File: src/rtl/cnn_buf_pkg.sv
// ============================================================================
// Module      : cnn_buf_pkg
// Description : Shared types and constants for the CNN ping-pong buffers.
// Revision    : 1.0 - initial release
// ============================================================================
`default_nettype none

package cnn_buf_pkg;

    localparam int BANK_ADDR_W = 16;

    typedef enum logic [0:0] {
        FILL  = 1'b0,
        STALL = 1'b1
    } wr_state_t;

endpackage : cnn_buf_pkg

`default_nettype wire

File: src/rtl/pingpong_write_ctrl.sv
// ============================================================================
// Module      : pingpong_write_ctrl
// Description : Write-side controller steering a producer stream into two
//               alternating banks through an external 1-to-2 demux.
// Revision    : 1.0 - initial release
// ============================================================================
`default_nettype none

module pingpong_write_ctrl
    import cnn_buf_pkg::*;
#(
    parameter int DEPTH  = 1024,
    parameter int DATA_W = 16
) (
    input  logic              clk,
    input  logic              rst,
    input  logic              in_valid,
    input  logic [DATA_W-1:0] in_data,
    output logic              in_ready,
    input  logic [1:0]        bank_release,
    output logic              we,
    output logic [15:0]       data,
    output logic [15:0]       addr,
    output logic              select,
    output logic [1:0]        bank_full,
    output logic [1:0]        bank_done
);

    localparam logic [BANK_ADDR_W-1:0] c_last_addr = BANK_ADDR_W'(DEPTH - 1);

    wr_state_t              r_state;
    wr_state_t              w_state_nxt;
    logic                   r_run;
    logic [BANK_ADDR_W-1:0] r_wr_addr;
    logic                   r_wr_sel;
    logic [1:0]             r_bank_full;
    logic [1:0]             r_bank_done;
    logic                   r_we;
    logic [15:0]            r_data;
    logic [15:0]            r_addr;
    logic                   r_sel;

    logic                   w_ready;
    logic                   w_xfer;
    logic                   w_complete;
    logic                   w_other;
    logic [1:0]             w_done_nxt;
    logic [1:0]             w_full_nxt;
    logic [15:0]            w_data_ext;

    generate
        if (DATA_W >= 16) begin : g_data_trunc
            assign w_data_ext = in_data[15:0];
        end else begin : g_data_zext
            assign w_data_ext = {{(16 - DATA_W){1'b0}}, in_data};
        end
    endgenerate

    // r_run keeps in_ready low through reset while staying a pure register decode
    assign w_ready    = r_run && (r_state == FILL) && !r_bank_full[r_wr_sel];
    assign w_xfer     = in_valid && w_ready;
    assign w_complete = w_xfer && (r_wr_addr == c_last_addr);
    assign w_other    = ~r_wr_sel;

    always_comb begin
        w_done_nxt  = 2'b00;
        w_state_nxt = r_state;
        if (w_complete) begin
            w_done_nxt[r_wr_sel] = 1'b1;
        end
        // a completion in the same cycle as a release of that bank keeps it full
        w_full_nxt = (r_bank_full & ~bank_release) | w_done_nxt;
        case (r_state)
            FILL: begin
                if (w_complete && r_bank_full[w_other] && !bank_release[w_other]) begin
                    w_state_nxt = STALL;
                end
            end
            STALL: begin
                if (bank_release[r_wr_sel]) begin
                    w_state_nxt = FILL;
                end
            end
            default: w_state_nxt = FILL;
        endcase
    end

    always_ff @(posedge clk) begin
        if (rst) begin
            r_state     <= FILL;
            r_run       <= 1'b0;
            r_wr_addr   <= '0;
            r_wr_sel    <= 1'b0;
            r_bank_full <= 2'b00;
            r_bank_done <= 2'b00;
            r_we        <= 1'b0;
            r_data      <= '0;
            r_addr      <= '0;
            r_sel       <= 1'b0;
        end else begin
            r_state     <= w_state_nxt;
            r_run       <= 1'b1;
            r_bank_full <= w_full_nxt;
            r_bank_done <= w_done_nxt;
            r_we        <= w_xfer;
            if (w_xfer) begin
                r_data <= w_data_ext;
                r_addr <= r_wr_addr;
                r_sel  <= r_wr_sel;
                if (w_complete) begin
                    r_wr_addr <= '0;
                    r_wr_sel  <= ~r_wr_sel;
                end else begin
                    r_wr_addr <= r_wr_addr + 1'b1;
                end
            end
        end
    end

    assign in_ready  = w_ready;
    assign we        = r_we;
    assign data      = r_data;
    assign addr      = r_addr;
    assign select    = r_sel;
    assign bank_full = r_bank_full;
    assign bank_done = r_bank_done;

endmodule : pingpong_write_ctrl

`default_nettype wire

File: config.mk
export PLATFORM = sky130hd
export DESIGN_NAME = pingpong_write_ctrl
export DESIGN_NICKNAME = d
export VERILOG_FILES = /design/src/rtl/cnn_buf_pkg.sv /design/src/rtl/pingpong_write_ctrl.sv
export SDC_FILE = /design/constraint.sdc
export NUM_CORES = 1
export LEC_CHECK = 0
export CAP_MARGIN = 20
export CORE_UTILIZATION = 43
export DETAILED_ROUTE_END_ITERATION = 16
export HOLD_SLACK_MARGIN = 0.15
export PLACE_DENSITY = 0.75
export SLEW_MARGIN = 5
export SYNTH_ARGS = -nofsm -noshare
export SYNTH_HDL_FRONTEND = slang
export SYNTH_SLANG_ARGS = --single-unit
File: constraint.sdc
create_clock -name clk -period 2.1 [get_ports clk]
set_input_delay 0.315 -clock clk [delete_from_list [all_inputs] [get_ports clk]]
set_output_delay 0.315 -clock clk [all_outputs]
set_load 0.03 [all_outputs]
==> summary.txt, run 1 <==
Synthesis
  • Sequential cell area fraction in the yosys report: 50.8%
  • Largest family of logic cells by synthesized area: simple AND/OR/NAND/NOR gates
  • Post-synth EDFFs: 0
  • Post-synth top area share: 50.8%
  • Synthesized net count: 290
  • Mapped Cells: 268
  • Largest area contributor in the netlist: dfxtp_1
  • Post-synthesis compound-gate area fraction: 13.6%
  • Multiplexer area fraction after synthesis: 3.40%
  • Synth Cell Area: 2250 µm²
  • Xor and xnor area share after synthesis: 2.34%
  • Avg Cell Area, Syn: 8.38 µm²
  • Distinct cell type count after synthesis: 41
  • Most used DFF post-synth: dfxtp_1
  • Top-count cell post-synth: nand2_1
  • Async SR Flop Fraction: 0%
  • Synth top cells by count: 72 x nand2_1, 57 x dfxtp_1, 41 x a21oi_1
  • Synth area leaders: dfxtp_1 51%, nand2_1 12%, a21oi_1 9.1%
  • Simple-gate share of the synthesized area: 25.3%
  • Yosys reg bits: 57
  • Synth Area in Adders: 0.557%
  • Yosys Warn Count: 0

CTS
  • CTS buffer count: 9
  • Clock slew at reported path FFs: 0.06 ns
  • # resized after CTS: 0
  • Clock buffer depth: 2
  • Sink Count: 57
  • CTS root buf: clkbuf_8
  • Post-CTS Setup Bufs: 0
  • Hold Buf Count CTS: 0
  • H-tree levels: 3
  • CTS tree: done
  • Worst-skew pair later-pin latency: 0.32 ns

Power
  • Register share of total power: 48.3%
  • Logic pwr share: 7.8%
  • Switching share of power: 22.3%
  • Int Pwr: 1.78 mW
  • Clock Power Share: 43.9%
  • Power density cells: 718 nW/µm²
  • Peak supply drop: 0.559 mV
  • P_leak: 1.09 nW
  • Net Switching: 512 µW

Setup path
  • Startpoint Class: register
  • Crit Path Max Fanout: 8
  • CP top delay family: simple AND/OR/NAND/NOR gates
  • Max stage delay cell, worst path: or4_1
  • Setup CP Type: reg -> reg
  • CP arrival: 2.23 ns
  • CP most frequent cell: or4_4
  • CP Capture Type: register
  • Critical Path Max Stage Delay: 0.53 ns
  • Required time worst endpoint: 2.35 ns
  • Worst Path Buf+Inv: 0
  • CP Cell Sequence: or4_1 > or4_4 > or4_4 > o22ai_1

Route
  • DRC: 0
  • Vias post-DR: 2056
  • DRT iter0 DRCs: 94
  • Drt wl/cell: 12.2 µm
  • Vias/cell: 5.00
  • Initial DRT Pass Iterations: 4
  • Total Routed Length: 5000 µm
  • DRT antenna net count: 0

Timing
  • Tmin final: 1.98 ns
  • Measured slew at the worst slew-check pin: 0.680 ns
  • Final setup violation count: 0
  • Worst Setup Slack, final: 0.117 ns
  • Unrepaired setup endpoints after global routing: false
  • Clk_skew: 0.00675 ns
  • Fin. max-slew vios: 0
  • Tcrit/Tclk final: 94.4%
  • Max-Slew Margin vs Limit: 54.7%
  • Fmax: 504 MHz
  • Fin Setup TNS: 0 ns
  • Endpoints failing hold: 0

Global routing
  • Total grt overflow: 0
  • Largest net degree at the start of global routing: 37
  • GRT Util Overall: 19.0%
  • Vias in the first global route: 1806
  • First-pass GRT wire length: 7900 µm
  • Initial antenna violation count: 0

Placed design
  • Placer Congestion: 0.790
  • Setup WS pre-CTS: -0.0125 ns
  • Dpl hpwl: 3430 µm
  • IO Port Bufs: 59
  • Post-DP Area: 2990 µm²
  • Placed insts: 396

Floorplanning
  • Io pins: 60
  • Initial Utilization: 46.0%
  • Core area: 4880 µm²
  • Die Wd: 74.3 µm
  • Site row count: 25
  • Die area: 5520 µm²
  • Die height: 74.3 µm

Flow run
  • Maxcap violations: 0

Finish
  • Inserted Diodes: 0
  • Fin area: 3190 µm²
  • Layout cells sized above 1: 14.2%
  • Core Util, Final: 65.5%
  • Area grow syn2layout: 42.2%
  • Fin cells: 411
  • Final nets: 362

Worst hold path
  • Min-Delay Path Class: reg -> reg

Outcome
  • Status: complete, no violations
final timing paths:
| check | cells after the start | slack, ns | to | startpoint |
|---|---|---|---|---|
| worst max register to register | 4 | 0.12 | bank_full[0] | r_wr_addr[12] |
| worst min-delay path | 2 | 0.45 | data[14] | data[14] |
| worst min register to register | 2 | 0.45 | data[14] | data[14] |
| worst max-delay path | 4 | 0.12 | bank_full[0] | r_wr_addr[12] |
layout by cell type, fill, tap and decap left out, types with 3 or more instances in the layout:
cell / count
or2_2: 3
mux2i_1: 5
nor3_1: 7
o311ai_0: 3
buf_4: 21
inv_1: 3
nor2_1: 9
clkdlybuf4s50_1: 57
dfxtp_1: 57
clkbuf_8: 11
xnor2_1: 5
nand2_1: 72
nand3_1: 4
a21oi_1: 41
or4_1: 3
nor4_1: 3
o31ai_1: 4
nand4_1: 4
cells by family (layout without fill, tap and decap cells):
logic type	Yosys count	after routing
AND/OR/NAND/NOR	121	121
flip-flops	57	57
AO/OA/AOI/OAI	55	55
adder cells (fa/ha/maj)	1	1
buffers and inverters	21	97
XOR/XNOR	6	6
multiplexers	7	7
final cells by class:
class / instances / area (µm²)
flip-flops and latches: 57 / 1140
well taps: 67 / 83.8
clock buffers: 12 / 155
multi-input cells: 190 / 1030
clock inverters: 3 / 40.0
inverters: 3 / 11.3
repair buffers: 79 / 733
fillers: 435 / 1690
tightest hold or removal path: stages, from the launching register on:
cell and delay [ns]:
dfxtp_1 0.31, nand2_1 0.05, a21oi_1 0.05
routing by layer:
metal	part of all wire (%)	global-route usage, %
met1	45	22.2
met2	48	31.6
met3	5.2	4.34
met4	2.5	11.9
met5	0	0
power groups by stage:
stage / Clock [mW] / Combinational, mW / Sequential (mW)
after floorplan: 0 / 0.0565 / 1.16
after global placement: 0 / 0.178 / 1.13
after detailed placement: 0 / 0.179 / 1.13
after CTS: 1.03 / 0.180 / 1.11
after global routing: 1.07 / 0.193 / 1.11
final: 1.01 / 0.179 / 1.11
registers in the layout, indices dropped and copies added (netlist names):
| register | count |
|---|---|
| addr | 16 |
| data | 16 |
| r_wr_addr | 16 |
| bank_done | 2 |
| bank_full | 2 |
| r_run | 1 |
| r_state | 1 |
| r_wr_sel | 1 |
| select | 1 |
| we | 1 |
metrics by stage:
| stage | hold slack (ns) | power [mW] |
|---|---|---|
| detailed placement | 0.446 | 1.31 |
| CTS | 0.444 | 2.32 |
| finish | 0.452 | 2.29 |
| global route | 0.470 | 2.37 |
| floorplan | 0.413 | 1.22 |
| global placement | 0.441 | 1.31 |
No activity file was read; power rests on OpenSTA's default activity.
==> run 2: changes to the inputs <==
Settings changed: RECOVER_POWER set to 50, SKIP_CTS_REPAIR_TIMING set to 1.
==> summary.txt, run 2 (same netlist as run 1, synthesis figures left out) <==
Timing
  • Tcrit/Tclk final: 94.9% (+0.45 points)
  • Endpoints failing hold: 0 (unchanged)
  • Fin. max-slew vios: 0 (unchanged)
  • Fmax: 502 MHz (-0.48%)
  • Tmin final: 1.99 ns (+0.00950 ns)
  • Unrepaired setup endpoints after global routing: false
  • Measured slew at the worst slew-check pin: 1.29 ns (+0.615 ns)
  • Worst Setup Slack, final: 0.108 ns (-0.00950 ns)
  • Max-Slew Margin vs Limit: 13.7% (-41 points)
  • Final setup violation count: 0 (unchanged)
  • Clk_skew: 0.00646 ns (-0.000286 ns)

Finish
  • Sequential cell area: 1140 µm² (unchanged)
  • Fin cells: 411 (unchanged)
  • Layout cells sized above 1: 13.4% (-0.87 points)
  • Multi-input logic area: 1020 µm² (-0.61%)
  • Fillers: 441 (+1.4%)
  • Area grow syn2layout: 41.6%
  • Inserted Diodes: 0 (unchanged)
  • Most common cell after layout, fill and taps aside: nand2_1
  • Most frequent cells in the layout: 72 x nand2_1, 57 x dfxtp_1, 41 x a21oi_1
  • Final nets: 362 (unchanged)

Setup path
  • Crit Path Max Fanout: 8 (unchanged)
  • R2R cell count: 4 (unchanged)
  • CP Cell Sequence: or4_1 > or4_4 > or4_4 > o22ai_1
  • CP arrival: 2.22 ns (about the same)
  • Required time worst endpoint: 2.33 ns (-0.02 ns)
  • Worst Path Buf+Inv: 0 (unchanged)
  • CP most frequent cell: or4_4
  • Max stage delay cell, worst path: or4_1
  • CP Capture Type: register
  • Startpoint Class: register
  • CP Depth: 4 (unchanged)
  • Critical Path Max Stage Delay: 0.53 ns (about the same)
  • Setup CP Type: reg -> reg
  • CP top delay family: simple AND/OR/NAND/NOR gates
  • Reg2Reg Setup Slack: 0.11 ns (about the same)

Floorplanning
  • Die area: 5520 µm² (unchanged)
  • Io pins: 60 (unchanged)
  • Die height: 74.3 µm (unchanged)
  • Core area: 4880 µm² (unchanged)
  • Site row count: 25 (unchanged)
  • Die Wd: 74.3 µm (unchanged)
  • Initial Utilization: 46.0% (unchanged)

Route
  • Vias post-DR: 2046 (-0.49%)
  • DRT antenna net count: 0 (unchanged)
  • DRC: 0 (unchanged)
  • Drt wl/cell: 12.0 µm (-1.2%)
  • Initial DRT Pass Iterations: 4 (unchanged)
  • Vias/cell: 4.98 (-0.49%)
  • DRT iter0 DRCs: 54 (-43%)
  • Total Routed Length: 4940 µm (-1.2%)

CTS
  • Clock buffer depth: 2 (unchanged)
  • Sink Count: 57 (unchanged)
  • Clock slew at reported path FFs: 0.06 ns (about the same)
  • CTS root buf: clkbuf_8
  • Worst-skew pair later-pin latency: 0.32 ns (about the same)
  • H-tree levels: 3 (unchanged)
  • CTS tree: done
  • CTS buffer count: 9 (unchanged)

Power
  • Total power: 2.28 mW (-0.74%)
  • P_leak: 1.20 nW (+10%)
  • Peak supply drop: 0.551 mV (-1.4%)
  • Power density cells: 716 nW/µm² (-0.31%)

Placed design
  • Placer Congestion: 0.790 (unchanged)
  • Dpl hpwl: 3430 µm (unchanged)
  • Placed insts: 396 (unchanged)
  • Setup WS pre-CTS: -0.0125 ns (unchanged)
  • IO Port Bufs: 59 (unchanged)

Global routing
  • Routing usage on met3: 4.34% (unchanged)
  • GRT Util Overall: 19.0% (unchanged)
  • Gr busiest metal: met2
  • Vias in the first global route: 1806 (unchanged)
  • First-pass GRT wire length: 7900 µm (unchanged)
  • Largest net degree at the start of global routing: 37 (unchanged)
  • Met2 GRT Util: 31.6% (unchanged)
  • Initial antenna violation count: 0 (unchanged)
  • Met1 global-route usage: 22.2% (unchanged)
  • Total grt overflow: 0 (unchanged)

Outcome
  • Status: complete, no violations

Worst hold path
  • Min-Delay Path Class: reg -> reg
  • Hold depth: 2 (unchanged)

Flow run
  • Maxcap violations: 0 (unchanged)
run 2: changes by cell type in the layout (fill, tap and decap cells not counted), sizes merged:
cell and change:
buf -3, clkbuf +3, clkdlybuf4s50 -37, dlygate4sd3 +37
run 2: report_power, final:
group | switching [mW] | leakage [nW] | internal, mW | total [mW]
registers | 0.00744 | 0.462 | 1.10 | 1.11
logic | 0.0989 | 0.639 | 0.0736 | 0.172
clock network | 0.395 | 0.102 | 0.602 | 0.997
total | 0.502 | 1.20 | 1.78 | 2.28
run 2: metal layers:
| metal | routed length, µm | share of wire (%) | up-vias |
|---|---|---|---|
| met5 | 0 | 0 | - |
| met4 | 95 | 1.9 | 0 |
| met3 | 186 | 3.8 | 7 |
| met2 | 2380 | 48 | 42 |
| met1 | 2280 | 46 | 926 |
| li1 | - | - | 1071 |
run 2: final timing paths:
kind	from	to
max	r_wr_addr[12]	bank_full[0]
min	data[7]	data[7]
max reg2reg	r_wr_addr[12]	bank_full[0]
min reg2reg	data[7]	data[7]
run 2: worst reg2reg max path, cell delays in order, from the launching register on:
cell and delay, ns:
dfxtp_1 0.31, or4_1 0.53, or4_4 0.49, or4_4 0.44, o22ai_1 0.14
run 2: cell type report:
cell class | instances | share of cell area (%)
clock buffer | 12 | 4.88
clock inverter | 3 | 1.26
inverter | 3 | 0.354
multi-input combinational | 190 | 32.2
sequential | 57 | 35.9
tap | 67 | 2.64
timing repair buffer | 79 | 22.8
run 2: stage by stage:
stage | area, µm² | hold slack (ns) | util, % | TNS (ns)
final | 3180 | 0.449 | 65.2 | 0
after global routing | 3180 | 0.468 | 65.2 | 0
after CTS | 3180 | 0.444 | 65.3 | 0
after detailed placement | 2990 | 0.446 | 61.3 | -0.0125
after global placement | 2990 | 0.441 | 61.3 | 0
after floorplan | 2250 | 0.413 | - | 0
